## config.mk

```make
export PLATFORM = sky130hd
export DESIGN_NAME = mc_datapath_regs_flat
export DESIGN_NICKNAME = d
export VERILOG_FILES = /design/src/rtl/mc_datapath_regs_if.sv /design/src/rtl/mc_datapath_regs.sv /design/src/flat_wrapper.sv
export SDC_FILE = /design/constraint.sdc
export NUM_CORES = 1
export LEC_CHECK = 0
export CORE_AREA = 2 2 180 182
export DETAILED_ROUTE_END_ITERATION = 10
export DIE_AREA = 0 0 182 184
export MAX_ROUTING_LAYER = met4
export SETUP_SLACK_MARGIN = 0.4
export SLEW_MARGIN = 30
export SYNTH_ARGS = -nofsm -noshare
export SYNTH_HDL_FRONTEND = slang
export SYNTH_SLANG_ARGS = --single-unit
```

## constraint.sdc

```tcl
create_clock -name clk -period 10.6 [get_ports clk]
set_input_delay 3.18 -clock clk [delete_from_list [all_inputs] [get_ports clk]]
set_output_delay 3.18 -clock clk [all_outputs]
set_load 0.005 [all_outputs]
```

## src/rtl/mc_datapath_regs_if.sv

```systemverilog
// Bundle of the datapath register bank's control strobes, data inputs and
// register/decoded-field outputs.
//   master : control FSM / ALU / memory / register file side (drives strobes and data)
//   slave  : register bank side (drives pc, ir, fields, operand regs, status)
interface mc_datapath_regs_if #(
   parameter int CNT_W = 32
);
   logic             pc_write;
   logic             pc_write_cond;
   logic             pc_cond_src;
   logic [1:0]       pc_source;
   logic             ir_write;
   logic             iord;
   logic [31:0]      alu_result;
   logic             alu_zero;
   logic [31:0]      mem_rdata;
   logic [31:0]      rf_rdata1;
   logic [31:0]      rf_rdata2;

   logic [31:0]      pc;
   logic [31:0]      mem_addr;
   logic [31:0]      ir;
   logic [5:0]       op;
   logic [4:0]       rs;
   logic [4:0]       rt;
   logic [4:0]       rd;
   logic [4:0]       shamt;
   logic [5:0]       funct;
   logic [31:0]      imm_sext;
   logic [31:0]      mdr;
   logic [31:0]      a;
   logic [31:0]      b;
   logic [31:0]      alu_out;
   logic             align_err;
   logic [CNT_W-1:0] inst_count;

   modport master (
      output pc_write, pc_write_cond, pc_cond_src, pc_source, ir_write, iord,
             alu_result, alu_zero, mem_rdata, rf_rdata1, rf_rdata2,
      input  pc, mem_addr, ir, op, rs, rt, rd, shamt, funct, imm_sext,
             mdr, a, b, alu_out, align_err, inst_count
   );

   modport slave (
      input  pc_write, pc_write_cond, pc_cond_src, pc_source, ir_write, iord,
             alu_result, alu_zero, mem_rdata, rf_rdata1, rf_rdata2,
      output pc, mem_addr, ir, op, rs, rt, rd, shamt, funct, imm_sext,
             mdr, a, b, alu_out, align_err, inst_count
   );
endinterface

```

## src/rtl/mc_datapath_regs.sv

```systemverilog
// Inter-cycle register bank of the multi-cycle MIPS datapath.
// Holds PC, IR, MDR, A, B and ALUOut, applies the control FSM's PC/IR write
// strobes, supplies the memory address and decoded IR fields, flags any
// misaligned PC write (sticky) and counts instruction fetches.
// Ports:
//   clk  : clock, rising edge
//   rst  : asynchronous active-high reset
//   bus  : mc_datapath_regs_if.slave (strobes/data in, registers/fields out)
module mc_datapath_regs #(
   parameter logic [31:0] RESET_PC = 32'h0000_0000,
   parameter int          CNT_W    = 32
) (
   input logic              clk,
   input logic              rst,
   mc_datapath_regs_if.slave bus
);

   logic        take_branch;
   logic        pc_en;
   logic        src_valid;
   logic [31:0] next_pc;

   always_comb begin
      take_branch = bus.pc_cond_src ? bus.alu_zero : ~bus.alu_zero;
      pc_en       = bus.pc_write | (bus.pc_write_cond & take_branch);
      src_valid   = 1'b1;
      next_pc     = bus.alu_result;
      case (bus.pc_source)
         2'b00:   next_pc = bus.alu_result;
         2'b01:   next_pc = bus.alu_out;
         2'b10:   next_pc = {bus.pc[31:28], bus.ir[25:0], 2'b00};
         default: begin
            // reserved encoding: PC holds silently
            next_pc   = bus.pc;
            src_valid = 1'b0;
         end
      endcase
   end

   assign bus.mem_addr = bus.iord ? bus.alu_out : bus.pc;

   assign bus.op       = bus.ir[31:26];
   assign bus.rs       = bus.ir[25:21];
   assign bus.rt       = bus.ir[20:16];
   assign bus.rd       = bus.ir[15:11];
   assign bus.shamt    = bus.ir[10:6];
   assign bus.funct    = bus.ir[5:0];
   assign bus.imm_sext = {{16{bus.ir[15]}}, bus.ir[15:0]};

   always_ff @(posedge clk or posedge rst) begin
      if (rst) begin
         bus.pc         <= RESET_PC;
         bus.ir         <= '0;
         bus.mdr        <= '0;
         bus.a          <= '0;
         bus.b          <= '0;
         bus.alu_out    <= '0;
         bus.align_err  <= 1'b0;
         bus.inst_count <= '0;
      end else begin
         bus.mdr     <= bus.mem_rdata;
         bus.a       <= bus.rf_rdata1;
         bus.b       <= bus.rf_rdata2;
         bus.alu_out <= bus.alu_result;
         // on a fetch IR captures data addressed by the pre-update PC
         if (bus.ir_write) begin
            bus.ir         <= bus.mem_rdata;
            bus.inst_count <= bus.inst_count + CNT_W'(1);
         end
         if (pc_en && src_valid) begin
            bus.pc <= {next_pc[31:2], 2'b00};
            if (next_pc[1:0] != 2'b00) begin
               bus.align_err <= 1'b1;
            end
         end
      end
   end

endmodule

```

## src/flat_wrapper.sv

```systemverilog
// flat-port wrapper written by rule: the top's interface ports become plain ports
module mc_datapath_regs_flat 
#(
   parameter logic [31:0] RESET_PC = 32'h0000_0000,
   parameter int          CNT_W    = 32
)
  (clk, rst, bus_pc_write, bus_pc_write_cond, bus_pc_cond_src, bus_pc_source, bus_ir_write, bus_iord, bus_alu_result, bus_alu_zero, bus_mem_rdata, bus_rf_rdata1, bus_rf_rdata2, bus_pc, bus_mem_addr, bus_ir, bus_op, bus_rs, bus_rt, bus_rd, bus_shamt, bus_funct, bus_imm_sext, bus_mdr, bus_a, bus_b, bus_alu_out, bus_align_err, bus_inst_count);
  mc_datapath_regs_if #(.CNT_W(CNT_W)) bus_i ();
  input logic clk;
  input logic rst;
  input wire logic [$bits(bus_i.pc_write)-1:0] bus_pc_write;
  input wire logic [$bits(bus_i.pc_write_cond)-1:0] bus_pc_write_cond;
  input wire logic [$bits(bus_i.pc_cond_src)-1:0] bus_pc_cond_src;
  input wire logic [$bits(bus_i.pc_source)-1:0] bus_pc_source;
  input wire logic [$bits(bus_i.ir_write)-1:0] bus_ir_write;
  input wire logic [$bits(bus_i.iord)-1:0] bus_iord;
  input wire logic [$bits(bus_i.alu_result)-1:0] bus_alu_result;
  input wire logic [$bits(bus_i.alu_zero)-1:0] bus_alu_zero;
  input wire logic [$bits(bus_i.mem_rdata)-1:0] bus_mem_rdata;
  input wire logic [$bits(bus_i.rf_rdata1)-1:0] bus_rf_rdata1;
  input wire logic [$bits(bus_i.rf_rdata2)-1:0] bus_rf_rdata2;
  output wire logic [$bits(bus_i.pc)-1:0] bus_pc;
  output wire logic [$bits(bus_i.mem_addr)-1:0] bus_mem_addr;
  output wire logic [$bits(bus_i.ir)-1:0] bus_ir;
  output wire logic [$bits(bus_i.op)-1:0] bus_op;
  output wire logic [$bits(bus_i.rs)-1:0] bus_rs;
  output wire logic [$bits(bus_i.rt)-1:0] bus_rt;
  output wire logic [$bits(bus_i.rd)-1:0] bus_rd;
  output wire logic [$bits(bus_i.shamt)-1:0] bus_shamt;
  output wire logic [$bits(bus_i.funct)-1:0] bus_funct;
  output wire logic [$bits(bus_i.imm_sext)-1:0] bus_imm_sext;
  output wire logic [$bits(bus_i.mdr)-1:0] bus_mdr;
  output wire logic [$bits(bus_i.a)-1:0] bus_a;
  output wire logic [$bits(bus_i.b)-1:0] bus_b;
  output wire logic [$bits(bus_i.alu_out)-1:0] bus_alu_out;
  output wire logic [$bits(bus_i.align_err)-1:0] bus_align_err;
  output wire logic [$bits(bus_i.inst_count)-1:0] bus_inst_count;
  assign bus_i.pc_write = bus_pc_write;
  assign bus_i.pc_write_cond = bus_pc_write_cond;
  assign bus_i.pc_cond_src = bus_pc_cond_src;
  assign bus_i.pc_source = bus_pc_source;
  assign bus_i.ir_write = bus_ir_write;
  assign bus_i.iord = bus_iord;
  assign bus_i.alu_result = bus_alu_result;
  assign bus_i.alu_zero = bus_alu_zero;
  assign bus_i.mem_rdata = bus_mem_rdata;
  assign bus_i.rf_rdata1 = bus_rf_rdata1;
  assign bus_i.rf_rdata2 = bus_rf_rdata2;
  assign bus_pc = bus_i.pc;
  assign bus_mem_addr = bus_i.mem_addr;
  assign bus_ir = bus_i.ir;
  assign bus_op = bus_i.op;
  assign bus_rs = bus_i.rs;
  assign bus_rt = bus_i.rt;
  assign bus_rd = bus_i.rd;
  assign bus_shamt = bus_i.shamt;
  assign bus_funct = bus_i.funct;
  assign bus_imm_sext = bus_i.imm_sext;
  assign bus_mdr = bus_i.mdr;
  assign bus_a = bus_i.a;
  assign bus_b = bus_i.b;
  assign bus_alu_out = bus_i.alu_out;
  assign bus_align_err = bus_i.align_err;
  assign bus_inst_count = bus_i.inst_count;
  mc_datapath_regs #(.RESET_PC(RESET_PC), .CNT_W(CNT_W)) u_core (.clk(clk), .rst(rst), .bus(bus_i));
endmodule
```

# ---- Yosys cells after proc, flatten, opt, wreduce, memory -nomap -nowiden
# Index checks and enable logic that the tools add are counted.
dict set report totals {
  register_bits 223
  in_bits 138
  output_inout_bits 321
  word_cells 29
}
dict set report classes {
  addsub 1
  eq_ne 2
  muxes 4
  bitwise_logic 4
  reduce_logical 9
}
# operator count
set ops {}
lappend ops {{one-hot mux 32 bit (3 select lines)} 1}
lappend ops {{adder 32 x 1 -> 32 bit, second input constant} 1}
lappend ops {{2-to-1 mux 32 bit} 1}
lappend ops {{AND reduction 2 bit} 2}
lappend ops {{nonzero test 2 bit} 2}
lappend ops {{AND reduction 3 bit} 1}
lappend ops {{nonzero test 3 bit} 1}
lappend ops {{OR reduction 3 bit} 1}
lappend ops {{== test 2 x 1 -> 1 bit, second input constant} 1}
lappend ops {{== test 2 bit, second input constant} 1}
lappend ops {{zero test 2 bit} 1}
lappend ops {{2-to-1 mux 1 bit} 2}
lappend ops {{inverter 1 bit} 2}
lappend ops {{AND 1 bit} 1}
lappend ops {{logical AND 1 bit} 1}
lappend ops {{OR 1 bit} 1}

# ---- Logic depth before layout (Yosys ltp)
# Gate-level depths: netlist of the first run.
dict set report logic_depth {
  depth_word 6
  depth_mapped 7
  depth_no_buf 5
}

# ---- Worst setup path before layout of the first run
# OpenSTA, ideal clock, no wires.
dict set report synth_timing {
  kind {input port to output port}
  startpoint {input bus_iord}
  endpoint {output bus_mem_addr[23]}
  arrival_ns 4.032
  required_ns 7.420
  path_slack_ns 3.388
  cell_stages 3
  n_path_buf 2
  path_cell_list {clkbuf_1 > clkbuf_1 > mux2_2}
}
dict set report synth_via {
  elab_chain_len 1
}
# item line_no
set synth_rtl {}
lappend synth_rtl {{start, declared} flat_wrapper.sv:16} ;# input wire logic [$bits(bus_i.iord)-1:0] bus_iord;
lappend synth_rtl {{2-to-1 mux 32 bit} mc_datapath_regs.sv:40} ;# assign bus.mem_addr = bus.iord ? bus.alu_out : bus.pc;
lappend synth_rtl {{end, declared} flat_wrapper.sv:23} ;# output wire logic [$bits(bus_i.mem_addr)-1:0] bus_mem_addr;
# No other way between the ends.

# ---- Final worst setup path of the first run
dict set report layout_timing {
  startpoint {input bus_iord}
  endpoint {output bus_mem_addr[15]}
}
# Same word-level chain as after synthesis.

==> flow_metrics.env, run 1 <==
export IMPL_grt_pass1_wl_um=39800
export IMPL_syn_avg_cell_area_um2=14.4
export IMPL_switching_share_pct=24.0
export IMPL_intPower_mw=1.77
export IMPL_status="complete, no violations"
export IMPL_p_switching_mw=0.558
export IMPL_vias_per_cell=4.26
export IMPL_path_class="primary input to primary output"
export IMPL_hold_class="flop to flop"
export IMPL_cts_hold_buf=0
export IMPL_grt_pass1_vias=6529
export IMPL_cts_buffer_depth=3
export IMPL_drc=0
export IMPL_syn_cell_area_mm2=0.00849
export IMPL_post_route_util_pct=44.3
export IMPL_fin_crit_sh_pct=75.0
export IMPL_drive_above_1_share_pct=15.4
export IMPL_rsz0062_at_grt="false"
export IMPL_fmax_ghz=0.126
export IMPL_wirelength_um=26800
export IMPL_seqPwrFrac_pct=42.7
export IMPL_initial_core_util_pct=27.1
export IMPL_clkSlewWorstSetupHoldPaths_ps=60
export IMPL_area_growth_synth_to_final_pct=63.6
export IMPL_clkLatencyLatePin_ps=520
export IMPL_multi_input_area_mm2=0.00231
export IMPL_period_needed_ps=7950
export IMPL_postRouteAntennaNets=0
export IMPL_cts_buffers=25
export IMPL_gr_total_overflow=0
export IMPL_antenna_found_initial=0
export IMPL_cts_max_level=1
export IMPL_root_buffer="clkbuf_16"
export IMPL_setup_tns_ps=0
export IMPL_hold_viol=0
export IMPL_grtUsageTotal_pct=16.0
export IMPL_die_h_um=184
export IMPL_die_x_um=182
export IMPL_critical_path_required_ps=7420
export IMPL_wl_per_cell_um=19.0
export IMPL_setup_viol=0
export IMPL_vias=6009
export IMPL_place_congestion=0.773
export IMPL_cts_setup_buffers=0
export IMPL_num_io_pins=459
export IMPL_critPathMaxFanout=32
export IMPL_tritoncts="built"
export IMPL_p_leak_nw=5.78
export IMPL_drtPass1Iterations=6
export IMPL_ir_drop_uv=126
export IMPL_clock_sinks=223
export IMPL_first_iter_violations=204
export IMPL_finClkSkew_ps=7.54
export IMPL_nets=1130
export IMPL_port_buffers=456
export IMPL_critPathLaunchType="primary input"
export IMPL_final_cell_mix="453 x clkdlybuf4s50_1, 223 x dfrtp_1, 95 x mux2_2"
export IMPL_fillerInstances=2837
export IMPL_p_clk_share_pct=38.9
export IMPL_core_area_mm2=0.0314
export IMPL_ys_ff_latch=223
export IMPL_seq_area_frac_synth_pct=65.7
export IMPL_dieArea_mm2=0.0335
export IMPL_synthCells=588
export IMPL_powerDensity_mw_per_mm2=167
export IMPL_drv_slew=0
export IMPL_ys_warn_count=0
export IMPL_slew_headroom_pct=39.4
export IMPL_maxCapViolations=0
export IMPL_worst_slew_pin_slew_ps=909
export IMPL_ctsResizeCount=0
export IMPL_pwr_share_comb_pct=18.4
export IMPL_crit_arrival_ps=4770
export IMPL_layout_commonest_cell="clkdlybuf4s50_1"
export IMPL_end_kind="primary output"
export IMPL_seqCellArea_mm2=0.00558
export IMPL_hpwlAfterDp_um=19800
export IMPL_synth_distinct_cells=34
export IMPL_grt_max_degree=111
export IMPL_fp_row_count=65
-- layout make-up --
class | count | area share [%]
tap | 402 | 3.62
antenna | 1 | 0.0180
sequential | 223 | 40.1
timing repair buffer | 463 | 33.2
inverter | 2 | 0.108
multi-input combinational | 276 | 16.6
clock inverter | 8 | 0.927
clock buffer | 37 | 5.33
-- logic make-up after synthesis --
kind of cell    after synthesis  synth area share (%)
compound gates               30                  1.96
xor+xnor                     32                  3.30
fa+ha+maj                     1                 0.147
buf+inv                      90                  7.26
flops                       223                  65.7
mux                         123                  15.9
other cells                   1                0.0441
simple gates                 88                  5.67
-- synth_stat cells --
cell type / n / share of area (%)
o21ai_0: 26 / 1.5
a211oi_1: 1 / 0.088
nand4_1: 12 / 0.88
nand2_1: 36 / 1.6
xor2_1: 5 / 0.52
conb_1: 1 / 0.044
ha_1: 1 / 0.15
xnor2_1: 27 / 2.8
mux2i_1: 26 / 3.1
a21o_1: 1 / 0.088
and4_1: 1 / 0.10
nand4_2: 1 / 0.15
clkbuf_1: 8 / 0.35
a21oi_1: 1 / 0.059
nor2b_1: 1 / 0.074
nand3_1: 9 / 0.53
nand4b_1: 3 / 0.31
and2_1: 5 / 0.37
nor2_1: 7 / 0.31
buf_6: 1 / 0.13
nand3_2: 2 / 0.24
mux2_2: 95 / 13
buf_4: 69 / 6.1
and3_1: 5 / 0.37
nor3_1: 2 / 0.12
mux2_1: 2 / 0.27
buf_2: 10 / 0.59
nor4_4: 1 / 0.25
nor3_4: 1 / 0.19
nor3_2: 1 / 0.12
nor2_2: 1 / 0.074
dfrtp_1: 223 / 66
inv_1: 2 / 0.088
a21oi_4: 1 / 0.19
-- registers in the layout (all words and copies together) (netlist names) --
| signal | flops |
|---|---|
| u_core.bus.a | 32 |
| u_core.bus.b | 32 |
| u_core.bus.align_err | 1 |
| u_core.bus.pc | 30 |
| u_core.bus.alu_out | 32 |
| u_core.bus.inst_count | 32 |
| u_core.bus.mdr | 32 |
| u_core.bus.ir | 32 |
-- worst max-delay path, stage by stage --
cell             delay, ps
buf_2                  680
mux2_2                 420
clkdlybuf4s50_1        460
-- through the flow --
step / setup slack [ps] / cell area, um^2 / total power [mW] / cells / hold slack [ps]
3_3_place_gp: 2680 / 13000 / 1.44 / 1364 / 445
5_1_grt: 2580 / 13900 / 2.43 / 1411 / 486
6_report: 2650 / 13900 / 2.33 / 1412 / 461
4_1_cts: 2630 / 13900 / 2.37 / 1411 / 464
2_1_floorplan: 1310 / 8500 / 1.15 / 589 / 451
3_5_place_dp: 2640 / 13000 / 1.45 / 1366 / 447
-- routing by layer --
metal  vias up  wire length, um  GRT usage [%]
met2       254            14100           28.7
met5         -                0              -
met1      2966            10400           18.3
li1       2748                -              -
met3        41             1630           3.23
met4         0              667           4.35
-- final timing paths --
path / startpoint / to / slack [ps] / cells after the start
hold / removal: u_core.bus.align_err / u_core.bus.align_err / 460 / 1
min in group asynchronous: rst / u_core.bus.b[9] / 3220 / 2
hold reg to reg: u_core.bus.align_err / u_core.bus.align_err / 460 / 1
setup reg to reg: u_core.bus.inst_count[14] / u_core.bus.inst_count[25] / 8820 / 4
max in group asynchronous: rst / u_core.bus.alu_out[0] / 6250 / 3
setup / recovery: bus_iord / bus_mem_addr[15] / 2650 / 3
-- power by group through the flow --
stage	Clock [mW]	Sequential [mW]	Combinational, mW
floorplan	0	0.994	0.152
global placement	0	1.01	0.430
detailed placement	0	1.01	0.436
CTS	0.931	0.996	0.438
global route	0.965	1.01	0.461
finish	0.905	0.993	0.429
No activity file was read; power rests on OpenSTA's default activity.
==> run 2, diff against run 1 <==
--- a/config.mk
+++ b/config.mk
@@ -5,9 +5,9 @@
 export SDC_FILE = /design/constraint.sdc
 export NUM_CORES = 1
 export LEC_CHECK = 0
-export CORE_AREA = 2 2 180 182
+export CORE_AREA = 2 2 179 181
 export DETAILED_ROUTE_END_ITERATION = 10
-export DIE_AREA = 0 0 182 184
+export DIE_AREA = 0 0 181 183
 export MAX_ROUTING_LAYER = met4
 export SETUP_SLACK_MARGIN = 0.4
 export SLEW_MARGIN = 30
==> constraint.sdc (replaced) <==
create_clock -name clk -period 7.3 [get_ports clk]
set_input_delay 2.19 -clock clk [delete_from_list [all_inputs] [get_ports clk]]
set_output_delay 2.19 -clock clk [all_outputs]
set_load 0.005 [all_outputs]
==> flow_metrics.env, run 2 (synthesis gave the netlist of run 1 again) <==
export IMPL_final_cells=1414
export IMPL_core_area_mm2=0.0312
export IMPL_worst_slew_pin_slew_ps=901
export IMPL_tritoncts="built"
export IMPL_initial_core_util_pct=27.2
export IMPL_num_io_pins=459
export IMPL_post_route_util_pct=44.5
export IMPL_cts_max_level=1
export IMPL_area_growth_synth_to_final_pct=63.5
export IMPL_port_buffers=456
export IMPL_fillerInstances=2885
export IMPL_grt_pass1_wl_um=39800
export IMPL_grt_use_met2_pct=28.2
export IMPL_root_buffer="clkbuf_16"
export IMPL_critPathLaunchType="primary input"
export IMPL_ir_drop_uv=185
export IMPL_vias_per_cell=4.28
export IMPL_fin_crit_sh_pct=81.5
export IMPL_post_dp_cell_area_mm2=0.0130
export IMPL_drc=0
export IMPL_finClkSkew_ps=6.80
export IMPL_end_kind="primary output"
export IMPL_clock_sinks=223
export IMPL_clkLatencyLatePin_ps=520
export IMPL_fin_area_mm2=0.0139
export IMPL_drive_above_1_share_pct=15.5
export IMPL_fp_row_count=65
export IMPL_drtPass1Iterations=4
export IMPL_cts_buffer_depth=3
export IMPL_slew_headroom_pct=39.9
export IMPL_busiest_layer="met2"
export IMPL_rsz0062_at_grt="false"
export IMPL_worstPathCellList="buf_2 > mux2_2 > clkdlybuf4s50_1"
export IMPL_hold_class="flop to flop"
export IMPL_cts_setup_buffers=0
export IMPL_hold_slack_ps=452
export IMPL_crit_buf_inv=2
export IMPL_crit_arrival_ps=3760
export IMPL_powerDensity_mw_per_mm2=240
export IMPL_slowest_delay_ps=680
export IMPL_cts_hold_buf=0
export IMPL_grt_pass1_vias=6496
export IMPL_setup_tns_ps=0
export IMPL_fmax_ghz=0.168
export IMPL_gr_total_overflow=0
export IMPL_vias=6055
export IMPL_dieArea_mm2=0.0331
export IMPL_antenna_found_initial=1
export IMPL_cts_buffers=25
export IMPL_slowest_stage="buf_2"
export IMPL_drv_slew=0
export IMPL_global_route_usage_met1_pct=18.7
export IMPL_postRouteAntennaNets=0
export IMPL_layout_commonest_cell="clkdlybuf4s50_1"
export IMPL_status="complete, no violations"
export IMPL_ctsResizeCount=0
export IMPL_wirelength_um=27100
export IMPL_place_congestion=0.796
export IMPL_grt_use_met3_pct=3.69
export IMPL_nets=1131
export IMPL_clkSlewWorstSetupHoldPaths_ps=60
export IMPL_die_h_um=183
export IMPL_critical_path_required_ps=5110
export IMPL_hpwlAfterDp_um=20000
export IMPL_grt_max_degree=107
export IMPL_grtUsageTotal_pct=16.2
export IMPL_period_needed_ps=5950
export IMPL_maxCapViolations=0
export IMPL_dp_cells=1367
export IMPL_path_class="primary input to primary output"
export IMPL_p_leak_nw=5.78
export IMPL_wl_per_cell_um=19.1
export IMPL_final_cell_mix="453 x clkdlybuf4s50_1, 223 x dfrtp_1, 95 x mux2_2"
export IMPL_setup_viol=0
export IMPL_die_x_um=181
export IMPL_hold_viol=0
export IMPL_critPathMaxFanout=32
export IMPL_critical_path_top_delay_family="buffers and inverters"
export IMPL_first_iter_violations=241
[run 2: cell count changes in the layout (fill, tap and decap cells not counted), moves of 2 or more]
cell,change
bufinv_16,-2
clkinv_2,+3
clkbuf_8,+3
inv_6,-2
buf_8,-2
[run 2: metal layers]
metal,vias up,share of wire [%]
met5,-,0
met4,0,2.3
met3,45,6.9
met2,259,51
met1,2996,40
li1,2755,-
[run 2: worst register-to-register path, stage by stage, from the launching register on]
cell and delay [ps]:
dfrtp_1 490, nand3_2 170, nor4_4 620, nand4b_1 240, xnor2_1 180
[run 2: layout make-up]
type                       count  area (um^2)  share of cell area [%]
timing repair buffer         464         4650                    33.4
multi-input combinational    276         2310                    16.6
clock inverter                 6         58.8                   0.423
clock buffer                  40          782                    5.63
inverter                       2         11.3                  0.0811
antenna                        1         2.50                  0.0180
sequential                   223         5580                    40.2
tap                          402          503                    3.62
[run 2: stage by stage]
step	setup WS (ps)	power [mW]
floorplan	2070	1.66
global placement	1370	2.09
detailed placement	1350	2.10
CTS	1340	3.39
global route	1300	3.48
finish	1350	3.33
[run 2: path summary, 6_finish.rpt]
| check | from | to | slack, ps | cells past startpoint |
|---|---|---|---|---|
| worst max-delay path | bus_iord | bus_mem_addr[6] | 1350 | 3 |
| worst min-delay path | u_core.bus.align_err | u_core.bus.align_err | 450 | 1 |
| worst max register to register | u_core.bus.inst_count[7] | u_core.bus.inst_count[30] | 5490 | 4 |
| worst min register to register | u_core.bus.align_err | u_core.bus.align_err | 450 | 1 |
| max in group asynchronous | rst | u_core.bus.mdr[17] | 3740 | 4 |
| min in group asynchronous | rst | u_core.bus.b[16] | 2180 | 3 |
[run 2: report_power, final]
| part | leakage (nW) | internal, mW | total (mW) | switching [mW] |
|---|---|---|---|---|
| combinational | 2.68 | 0.424 | 0.626 | 0.203 |
| clock | 0.420 | 0.766 | 1.26 | 0.496 |
| sequential | 2.68 | 1.34 | 1.44 | 0.104 |
| total | 5.78 | 2.53 | 3.33 | 0.802 |
